`src/rtl/interp_ring8_pipe.sv`:
```
`timescale 1ns/1ps
// interp_ring8_pipe
// Eight-neighbour circular ring sampler for the LBP feature path. Each
// accepted beat carries four cardinal samples and four 2x2 corner groups;
// the block emits eight unsigned 8.FRAC ring samples. Cardinal slots are the
// sample padded with FRAC zero bits. Diagonal slots are either the bilinear
// blend wA*A + wBC*(B+C) + wD*D (MODE=1) or the nearer of corners A/D
// (MODE=0).
//
// Register stages (all advance together on en = ready_i | ~valid_o):
//   S1 input capture -> S2 weighted products -> S3 sums -> output register.
//   A beat accepted at edge n is presented with valid_o=1 after edge n+3.
//
// Ports:
//   clk              rising-edge clock
//   rst              synchronous reset, active low
//   valid_i/ready_o  input handshake (ready_o is combinational)
//   card_i           cardinal bytes 0/90/180/270 degrees, LSB first
//   diag_i           four 32-bit corner groups (45/135/225/315), bytes A,B,C,D
//   done_i           frame-done flag, travels with the accepted beat
//   progress_done_i  progress flag, travels with the accepted beat
//   s_o              eight (8+FRAC)-bit slots, slot k = direction k*45 degrees
//   valid_o/ready_i  output handshake
//   done_o           frame-done flag of the beat on s_o
//   progress_done_o  progress flag of the beat on s_o
module interp_ring8_pipe #(
    parameter int R    = 2,
    parameter int FRAC = 16,
    parameter int MODE = 1
) (
    input  logic                  clk,
    input  logic                  rst,
    input  logic                  valid_i,
    output logic                  ready_o,
    input  logic [31:0]           card_i,
    input  logic [127:0]          diag_i,
    input  logic                  done_i,
    input  logic                  progress_done_i,
    output logic [8*(8+FRAC)-1:0] s_o,
    output logic                  valid_o,
    input  logic                  ready_i,
    output logic                  done_o,
    output logic                  progress_done_o
);

    localparam int OW = 8 + FRAC;

    // Q16 weight table; idx 0 = wA, 1 = wBC, 2 = wD.
    function automatic int w16_of(input int r, input int idx);
        int w;
        case (r * 32'sd4 + idx)
            32'sd4:  w = 32'sd5622;
            32'sd5:  w = 32'sd13573;
            32'sd6:  w = 32'sd32768;
            32'sd8:  w = 32'sd22488;
            32'sd9:  w = 32'sd15902;
            32'sd10: w = 32'sd11244;
            32'sd12: w = 32'sd50599;
            32'sd13: w = 32'sd6986;
            32'sd14: w = 32'sd965;
            32'sd16: w = 32'sd1929;
            32'sd17: w = 32'sd9315;
            32'sd18: w = 32'sd44977;
            default: w = 32'sd0;
        endcase
        return w;
    endfunction

    // Round-half-up rescale of a Q16 weight down to Q(16-sh).
    function automatic int rescale(input int w, input int sh);
        int v;
        int half;
        if (sh == 32'sd0) begin
            v = w;
        end else begin
            half = 32'sd1 <<< (sh - 32'sd1);
            v = (w + half) >>> sh;
        end
        return v;
    endfunction

    // wA absorbs the rounding so the three weights always sum to 2^FRAC,
    // which keeps the blend exact and inside 8+FRAC bits.
    localparam int WBC_I = rescale(w16_of(R, 32'sd1), 32'sd16 - FRAC);
    localparam int WD_I  = rescale(w16_of(R, 32'sd2), 32'sd16 - FRAC);
    localparam int WA_I  = (32'sd1 <<< FRAC) - 32'sd2 * WBC_I - WD_I;

    localparam logic [OW-1:0] WA  = OW'(WA_I);
    localparam logic [OW-1:0] WBC = OW'(WBC_I);
    localparam logic [OW-1:0] WD  = OW'(WD_I);

    // Nearest mode picks the far corner when it carries at least half weight.
    localparam bit NEAR_D = (WD_I >= (32'sd1 <<< (FRAC - 32'sd1)));

    if (R < 1 || R > 4) begin : g_bad_r
        $error("interp_ring8_pipe: R must be 1..4");
    end
    if (FRAC < 8 || FRAC > 16) begin : g_bad_frac
        $error("interp_ring8_pipe: FRAC must be 8..16");
    end
    if (MODE != 0 && MODE != 1) begin : g_bad_mode
        $error("interp_ring8_pipe: MODE must be 0 or 1");
    end

    logic            en;
    logic            v1, v2, v3;
    logic [31:0]     card1, card2, card3;
    logic [127:0]    diag1;
    logic            d1, p1, d2, p2, d3, p3;
    logic [OW-1:0]   pa_n  [4];
    logic [OW-1:0]   pbc_n [4];
    logic [OW-1:0]   pd_n  [4];
    logic [OW-1:0]   pa2   [4];
    logic [OW-1:0]   pbc2  [4];
    logic [OW-1:0]   pd2   [4];
    logic [OW-1:0]   sum_n [4];
    logic [OW-1:0]   sum3  [4];
    logic [8*OW-1:0] s_n;

    // The whole pipe moves whenever the output slot is free or being taken.
    assign en      = ready_i | ~valid_o;
    assign ready_o = en;

    // S1: capture the beat; flags are gated so bubbles never carry a flag.
    always_ff @(posedge clk) begin
        if (!rst) begin
            v1    <= 1'b0;
            card1 <= 32'd0;
            diag1 <= 128'd0;
            d1    <= 1'b0;
            p1    <= 1'b0;
        end else if (en) begin
            v1    <= valid_i;
            card1 <= card_i;
            diag1 <= diag_i;
            d1    <= valid_i & done_i;
            p1    <= valid_i & progress_done_i;
        end
    end

    // Weighted corner products (or the nearest corner, pre-shifted).
    always_comb begin
        pa_n  = '{default: '0};
        pbc_n = '{default: '0};
        pd_n  = '{default: '0};
        for (int g = 0; g < 4; g++) begin
            if (MODE != 0) begin
                pa_n[g]  = WA * OW'(diag1[g*32 +: 8]);
                pbc_n[g] = WBC * (OW'(diag1[g*32+8 +: 8]) + OW'(diag1[g*32+16 +: 8]));
                pd_n[g]  = WD * OW'(diag1[g*32+24 +: 8]);
            end else begin
                pa_n[g]  = {(NEAR_D ? diag1[g*32+24 +: 8] : diag1[g*32 +: 8]), {FRAC{1'b0}}};
                pbc_n[g] = '0;
                pd_n[g]  = '0;
            end
        end
    end

    // S2: product registers plus cardinal/flag delay.
    always_ff @(posedge clk) begin
        if (!rst) begin
            v2    <= 1'b0;
            card2 <= 32'd0;
            d2    <= 1'b0;
            p2    <= 1'b0;
            for (int g = 0; g < 4; g++) begin
                pa2[g]  <= '0;
                pbc2[g] <= '0;
                pd2[g]  <= '0;
            end
        end else if (en) begin
            v2    <= v1;
            card2 <= card1;
            d2    <= d1;
            p2    <= p1;
            pa2   <= pa_n;
            pbc2  <= pbc_n;
            pd2   <= pd_n;
        end
    end

    // Sum of the three partial products; cannot overflow OW bits.
    always_comb begin
        sum_n = '{default: '0};
        for (int g = 0; g < 4; g++) begin
            sum_n[g] = pa2[g] + pbc2[g] + pd2[g];
        end
    end

    // S3: sum registers plus cardinal/flag delay.
    always_ff @(posedge clk) begin
        if (!rst) begin
            v3    <= 1'b0;
            card3 <= 32'd0;
            d3    <= 1'b0;
            p3    <= 1'b0;
            for (int g = 0; g < 4; g++) begin
                sum3[g] <= '0;
            end
        end else if (en) begin
            v3    <= v2;
            card3 <= card2;
            d3    <= d2;
            p3    <= p2;
            sum3  <= sum_n;
        end
    end

    // Interleave cardinal (even) and diagonal (odd) slots.
    always_comb begin
        s_n = '0;
        for (int k = 0; k < 4; k++) begin
            s_n[(2*k)*OW +: OW]   = {card3[8*k +: 8], {FRAC{1'b0}}};
            s_n[(2*k+1)*OW +: OW] = sum3[k];
        end
    end

    // Output register: holds steady while downstream stalls.
    always_ff @(posedge clk) begin
        if (!rst) begin
            valid_o         <= 1'b0;
            s_o             <= '0;
            done_o          <= 1'b0;
            progress_done_o <= 1'b0;
        end else if (en) begin
            valid_o         <= v3;
            s_o             <= s_n;
            done_o          <= d3;
            progress_done_o <= p3;
        end
    end

endmodule

```
`config.mk`:
```
export PLATFORM = sky130hd
export DESIGN_NAME = interp_ring8_pipe
export DESIGN_NICKNAME = d
export VERILOG_FILES = /design/src/rtl/interp_ring8_pipe.sv
export SDC_FILE = /design/constraint.sdc
export NUM_CORES = 2
export LEC_CHECK = 0
export ABC_CLOCK_PERIOD_IN_PS = 6800
export CAP_MARGIN = 0
export CORE_MARGIN = 5
export CORE_UTILIZATION = 24
export CTS_BUF_LIST = sky130_fd_sc_hd__clkbuf_16
export CTS_CLUSTER_DIAMETER = 100
export CTS_CLUSTER_SIZE = 14
export DETAILED_ROUTE_END_ITERATION = 12
export HOLD_SLACK_MARGIN = 0.03
export SYNTH_ARGS = -nofsm -noshare
export SYNTH_HDL_FRONTEND = slang
export SYNTH_SLANG_ARGS = --single-unit
```
`constraint.sdc`:
```
create_clock -name clk -period 6.8 [get_ports clk]
set_input_delay 2.04 -clock clk [delete_from_list [all_inputs] [get_ports clk]]
set_output_delay 2.04 -clock clk [all_outputs]
set_load 0.1 [all_outputs]
```
-- Word-level counts from Yosys, hierarchy flattened
Cells that the tools add are included.
- bitwise gates (word level): 4
- add/sub/neg operators: 12
- $mul: 12
- operators with widths (operator ; number):
    $mul 12x8->20 const A ; 8
    $add 23x24->24 ; 4
    $add 24x22->24 ; 4
    $mul 13x9->22 const A ; 4
    $add 8x8->9 ; 4
    $and 1x1->1 ; 2
    $not 1->1 ; 1
    $or 1x1->1 ; 1
- flip-flop bits (word level): 712
- bits of input ports: 166

-- Logic depth before layout (Yosys ltp)
- depth in word-level cells: 2
- depth in mapped cells: 26
- depth with buffers taken out: 26

-- Worst setup path before layout
Ideal clock, no wire load.
- path kind: in2out
- start point: in ready_i
- end point: out ready_o
- cell stages on the path: 5
- data arrival time: 3.705 ns
- path slack: 1.055 ns
- cells stage by stage: nor2b_1 inv_1 clkbuf_1 clkbuf_1 clkbuf_1
- word-level cells in the longest chain between the ends: 1
- RTL lines (item ; RTL line ; source):
    start: declaration ; 41 ; input logic ready_i,
    $or 1x1->1 ; 121 ; assign en = ready_i | ~valid_o;
    end: declaration ; 34 ; output logic ready_o,
Every way passes these cells.

-- Worst setup path in the final report
- start point: reg diag1[104]
- end point: reg pbc2[22] in the netlist's numbering
- word-level cells in the longest chain between the ends: 2
- RTL lines (item ; RTL line ; source):
    start: declaration ; 108 ; logic [127:0] diag1;
    start signal: assignment ; 135 ; diag1 <= diag_i;
    $add 8x8->9 ; 149 ; pbc_n[g] = WBC * (OW'(diag1[g*32+8 +: 8]) + OW'(diag1[g*32+16 +: 8]));
    $mul 13x9->22 ; 149 ;
    end signal: assignment ; 177 ; pbc2 <= pbc_n;
    end: declaration ; 114 ; logic [OW-1:0] pbc2 [4];
Every way passes these cells.
A chain may end at the register's enable or synchronous reset.

==> reports/results.env <==
RUN_STATUS='finished, final reports clean'
FINALWEIGHTEDCONGESTION=0.863
CTS.REPAIR.RESIZED=0
AVGROUTEDWIREPERCELL_UM=15.6
SETUP_VIOL=0
HOLD_PATH_STARTPOINT='s_o[92]'
NUMBER_OF_DETAILED_ROUTING_ITERATIONS_RUN_BEFORE_ANTENNA_REPAIR=5
CLK_TRANSITION_REPORTED_PATHS_NS=0.07
SYNTH.MOST_COMMON_CELL='sky130_fd_sc_hd__nand2_1'
PLACED_AREA_UM2=58400
WORST_SETUP_PATH_START_KIND='register'
DRC=0
CLOCK_TREE.ROOT_CELL='sky130_fd_sc_hd__clkbuf_16'
NETLIST_TOP_CELLS_AREA='sky130_fd_sc_hd__dfxtp_1 27%, sky130_fd_sc_hd__fa_1 17%, sky130_fd_sc_hd__ha_1 16%'
HP-CLASS='register to register'
BUFS_ON_LONGEST_CLOCK_PATH=3
FMAXACHIEVABLE_MHz=157
FINALCRITPERIODSHARE_PCT=93.5
PORTBUFFERS=293
NETLIST_TOP_CELLS_COUNT='1229 x sky130_fd_sc_hd__nand2_1, 737 x sky130_fd_sc_hd__a21oi_1, 700 x sky130_fd_sc_hd__dfxtp_1, 688 x sky130_fd_sc_hd__ha_1, 631 x sky130_fd_sc_hd__inv_1'
VIA_COUNT=40400
WORST_PATH_LARGEST_CELL_DELAY_NS=0.69
DOMINANTREGCELLSYNTH='sky130_fd_sc_hd__dfxtp_1'
MAX_CAP_VIOLATIONS=0
POST-CTS-SETUP-BUFFERS=0
CRITPATHARRIVALTIME_NS=6.89
INITIALDRTVIOLATIONCOUNT=1730
GRT_PASS1_WL_MM=230
CRIT_START='diag1[104]'
DP_HPWL_MM=112
FINAL_CORE_UTILIZATION_PCT=27.6
GRT_PASS1_VIAS=41500
CORE-AREA_UM2=219000
WORST_SUPPLY_VOLTAGE_DROP_ON_VDD_mV=0.224
IO_PINS=362
GRT_USE_TOTAL_PCT=12.3
CRIT-REG2REG-LAUNCH='diag1[104]'
VIASPERCELL=4.43
MIN_PERIOD_NS=6.36
REPORT.FINAL.HOLD_VIOL_COUNT=0
YOSYSTOPAREACELL='sky130_fd_sc_hd__dfxtp_1'
GRT_START_MAX_NET_PINS=180
SYNTH-SEQ-AREA-SHARE_PCT=26.6
TOTALNEGATIVESETUPSLACK_NS=0
WORST-PATH-MAX-FANOUT=5
WIRELENGTH_MM=143
CRIT_PATH_CELLS='ha_1 -> inv_1 -> fa_1 -> nor2b_1 -> o21ai_0 -> a21boi_1 -> o21a_1 -> o21ai_0 -> nand2b_1 -> a21o_1 -> fa_1 -> fa_1 -> fa_1 -> fa_1 -> ha_1 -> a2111oi_1 -> o21ai_1 -> a32oi_1 -> o21ai_0 -> o31a_1 -> o21a_1 -> o21ai_0 -> a31oi_1'
CTS_NUM_SINKS=700
DESIGN.FINAL.NETS=7550
STARTING_DENSITY_OF_THE_CORE_PCT=24.1
TIMING_MAX_TRANSITION_VIOLATIONS_FINAL=0
SYNTH-EDFF-COUNT=0
CRITICAL_PATH_CLASS='register to register'
P_LEAK_nW=27.9
DIEWIDTH_UM=479
WHS_NS=0.449
POSTSYNTHREGISTERBITS=700
SYNTH_CELL_TYPES=79
CTS_TREE='built'
FP.DIEAREA_UM2=229000
YOSYS.AREA.TOP_TYPE_SHARE_PCT=26.6
CRIT_REQUIRED_NS=7.33
SYNTH-WARNING-COUNT=0
POST_SYNTH_INST_COUNT=6088
HOLD_BUFFERS=0
TIMING.CRITICAL_PATH.TO_TYPE='register'
ANTENNA_FOUND_INITIAL=4
GRT_SETUP_UNREPAIRED='no'
CTS_BUFFERS=67
NUMBER_OF_ROUTED_NETS_WITH_ANTENNA_VIOLATIONS=0
GRT_OVERFLOW=0
AREA_DELTA_SYNTH_FINAL_PCT=14.5
POWER_DENSITY_nW_PER_UM2=439
CRIT_PATH_TOP_DELAY_CELL='sky130_fd_sc_hd__fa_1'
FINAL_LAYOUT_SIZE_SUFFIX_GT1_SHARE_PCT=2.30
TIGHTEST_SLEW_NS=1.16
CRITICAL-PATH-TOP-CELL-BY-COUNT='sky130_fd_sc_hd__fa_1'
HTREEDEPTH=3
POST_SYNTH.CELL_AREA_AVG_UM2=8.66
MAX_SLEW_HEADROOM_PCT=22.4
DIE_HEIGHT_UM=479
ASYNCSETRESETFLOPFRACSYNTH_PCT=0
CLOCK_SKEW_NS=0.0367
POSTLAYOUTCELLAREA_UM2=60400
NETLIST_AREA_UM2=52700
CLK_LATENCY_NS=0.70
NUM_ROWS=172
==> cells in the final DEF, fill, tap and decap left out, drive strengths merged, types with 102 or more instances in the layout <==
master / synthesis / layout
nand2: 1229 / 1229
xor2: 102 / 102
inv: 631 / 648
clkdlybuf4s50: 1 / 291
o21ai: 253 / 253
ha: 688 / 688
nor2: 181 / 181
xnor2: 135 / 135
a21oi: 737 / 737
dfxtp: 700 / 700
fa: 458 / 458
==> worst max-delay path, delay by kind of cell, from the launching register on <==
family,cells,cell delay [ns]
flops,1,0.32
compound gates,13,2.93
fa+ha+maj,7,2.75
simple gates,2,0.15
buf+inv,1,0.07
==> power breakdown <==
group / internal [W] / switching (W)
Clock: 0.00185 / 0.00176
Combinational: 0.00704 / 0.0102
Sequential: 0.00501 / 0.000699
Total: 0.0139 / 0.0126
==> logic make-up after synthesis <==
logic type               count (synthesis)  synth area share (%)
AND/OR/NAND/NOR                       1652                  12.8
AO/OA/AOI/OAI                         1412                  15.6
adder cells (fa/ha/maj)               1146                  33.7
buffers and inverters                  931                  7.15
flip-flops                             700                  26.6
XOR/XNOR                               237                  3.94
multiplexers                             9                 0.178
other                                    1               0.00711
==> final timing paths <==
path | cells after the start | endpoint | slack, ns
worst max-delay path | 23 | pbc2[22] | 0.44
worst min-delay path | 2 | s_o[92] | 0.45
worst max register to register | 23 | pbc2[22] | 0.44
worst min register to register | 2 | s_o[92] | 0.45
==> through the flow <==
stage               power [W]  std cells  worst slack [ns]
finish                 0.0265       9136             0.440
global route           0.0292       9136            0.0674
CTS                    0.0268       9135             0.397
detailed placement     0.0229       9040             0.464
global placement       0.0226       9040             0.504
floorplan              0.0186       6155              1.05
==> sequential cells by signal, summed over array words and instances, names as in the netlist, 32 cells and up <==
register	flops
s_o	124
pd2	80
diag1	128
card3	32
pbc2	88
s_n	92
pa2	80
card1	32
card2	32
==> area by class of cell <==
class,count,area (um^2)
Sequential cell,700,14000
Clock buffer,69,1730
Timing Repair Buffer,314,3220
Multi-Input combinational cell,4524,35200
Fill cell,23300,159000
Inverter,631,2380
Antenna cell,1,2.50
Tap cell,2871,3590
Clock inverter,26,218
==> layer usage <==
layer  vias up  wire [um]  share of wire [%]  global-route usage (%)
li1      20400          -                  -                       -
met1     19400      68200                 48                    16.6
met2       539      67400                 47                    20.8
met3       117       4680                3.3                    1.74
met4         0       2650                1.9                    2.80
met5         -          0                  0                       0
No activity file was read; power rests on OpenSTA's default activity.
==> variant (config.mk and constraints unchanged) <==
The parameter `FRAC` goes from 16 to 8.
--- a/src/rtl/interp_ring8_pipe.sv
+++ b/src/rtl/interp_ring8_pipe.sv
@@ -26,5 +26,5 @@
 module interp_ring8_pipe #(
     parameter int R    = 2,
-    parameter int FRAC = 16,
+    parameter int FRAC = 8,
     parameter int MODE = 1
 ) (
Interface: changed (resized s_o); port bits go from 362 to 298. No check against the original RTL was run, so the function may have changed too.
==> variant against the original RTL <==
Sequential cell count shrank 160. Sequential power shrank 31%. Die area shrank 38%. Design area shrank 38%. First-iteration DRC count shrank 31%. Total power shrank 52%. Area after synthesis shrank 39%. Maximum frequency grew 23%. Setup slack gained 1.2 ns. Routed wire length shrank 40%. Critical path type unchanged. Largest cell class unchanged.
==> variant: results (changes against the original RTL) <==
Outcome
The run finished with clean final reports.

Synth
The count of unique library cells instantiated by Yosys is 69 (-13%). The fraction of the yosys area taken by sequential cells is 33.7% (+7.1 points). The share of flip-flops with an asynchronous set or reset is 0% (unchanged).

In the synthesized netlist, the cells that appear most often are 911 x sky130_fd_sc_hd__nand2_1, 540 x sky130_fd_sc_hd__dfxtp_1, 535 x sky130_fd_sc_hd__a21oi_1. Ranked by total cell area, the synthesized netlist is headed by sky130_fd_sc_hd__dfxtp_1 34%, sky130_fd_sc_hd__ha_1 14%, sky130_fd_sc_hd__nand2_1 11%. The Yosys warning count is 0 (unchanged).

STA
The actual slew at the worst max-slew pin came to 1.16 ns (+0.000307 ns). The worst clock skew on the final layout is 0.0285 ns (-0.00812 ns).

Clock tree
The number of H-tree levels is 2 (-1). The number of buffers created by CTS is 48 (-28%). The clock network latency to the later pin of the worst-skew pair was 0.64 ns (-0.06 ns).

GRT
The maximum number of pins on one net before global-route repair is 190 (+5.6%). The initial antenna violation count is 7 (+3). The global-route wire length before repair is 137000 um (-40%). The aggregate global-route resource usage is 11.9% (-0.37 points).

The number of global-route vias before repair came to 25100 (-39%).

Layout
The number of nets in the layout came to 4682 (-38%). The fraction of layout instances using a drive strength above 1 is 3.59% (+1.3 points). The register with the most flip-flops in the final layout is diag1.

Routing
The number of DRC markers in iteration 0 is 1196 (-31%). The number of iterations in the first detailed-routing pass is 5 (unchanged). The average wire length per cell after detail routing is 14.8 um (-5.3%). The count of vias placed by the detailed router was 25700 (-37%).

Placed design
The count of buffers inserted at the top-level ports is 261 (-11%). The final RePlAce weighted congestion came to 0.816 (-5.5%). The sum of net half-perimeters after detailed placement was 63600 um (-43%).

Worst setup path
The maximum fanout along the worst path is 7 (+2). The launching instance or port of the critical path is diag1[104]. Among all stages on the critical path, the largest delay is contributed by sky130_fd_sc_hd__a2111oi_0. The cell depth of the worst flop-to-flop path is 17 (-26%).

Hold path
In this run the most critical hold path is launched from pbc2[1]. The cell depth of the worst hold path was 2 (unchanged).

Power
The standby leakage power came to 0.0162 uW (-42%). The peak ir drop on the vdd network is 202 uV (-9.7%).
variant: cell count changes after synthesis, sizes merged, moves of 59 or more:
cell,delta
a21o,-59
a21oi,-197
clkbuf,-82
dfxtp,-160
fa,-320
ha,-337
inv,-317
nand2,-318
o21ai,-74
variant: cell type report:
class	count	area, um^2
clock inverter	15	141
multi-input combinational	2844	19300
fill	14400	95500
tap	1768	2210
antenna	1	2.50
clock buffer	49	1230
inverter	314	1190
timing repair buffer	279	2750
sequential	540	10800
variant: worst paths after layout:
kind / end / slack, ns
max: pbc2[13] / 1.62
min: s_n[113] / 0.44
max reg2reg: pbc2[13] / 1.62
min reg2reg: s_n[113] / 0.44
variant: cell families (layout without fill, tap and decap cells):
| group | Yosys count | after routing | synth area share (%) |
|---|---|---|---|
| buf+inv | 530 | 657 | 6.77 |
| xor+xnor | 172 | 172 | 5.10 |
| fa+ha+maj | 496 | 496 | 22.5 |
| simple gates | 1185 | 1185 | 14.8 |
| mux | 5 | 5 | 0.156 |
| flops | 540 | 540 | 33.7 |
| other cells | 1 | 37 | 0.0117 |
| compound gates | 950 | 950 | 17.0 |
variant: where the power goes:
part | total, uW | leakage [uW] | switching [uW] | internal (uW)
clock network | 2600 | 0.000683 | 1300 | 1300
logic | 6110 | 0.0111 | 3590 | 2520
registers | 3930 | 0.00446 | 317 | 3610
total | 12600 | 0.0162 | 5210 | 7440
variant: routing by layer:
metal	GRT usage [%]	share of wire, %	vias to the layer above
met4	2.68	2.2	2
met2	19.7	46	358
li1	-	-	13100
met3	2.52	4.6	96
met1	16.0	47	12100
met5	0	0.010	-
variant: through the flow:
stage	setup WS, ns	utilization (%)	hold slack (ns)	std cells	instance area, um^2
after detailed placement	1.51	27.2	0.439	5745	36200
after global routing	1.32	28.2	0.464	5809	37600
after CTS	1.64	28.2	0.430	5809	37600
after floorplan	1.14	-	0.425	3914	32200
after global placement	1.56	27.2	0.439	5745	36200
final	1.62	28.2	0.436	5810	37600
variant: critical path, delay by kind of cell (launching register included):
family | cells | cell delay (ns)
xor+xnor | 1 | 0.17
flops | 1 | 0.34
simple gates | 1 | 0.15
buf+inv | 3 | 0.22
fa+ha+maj | 6 | 2.55
compound gates | 6 | 1.64
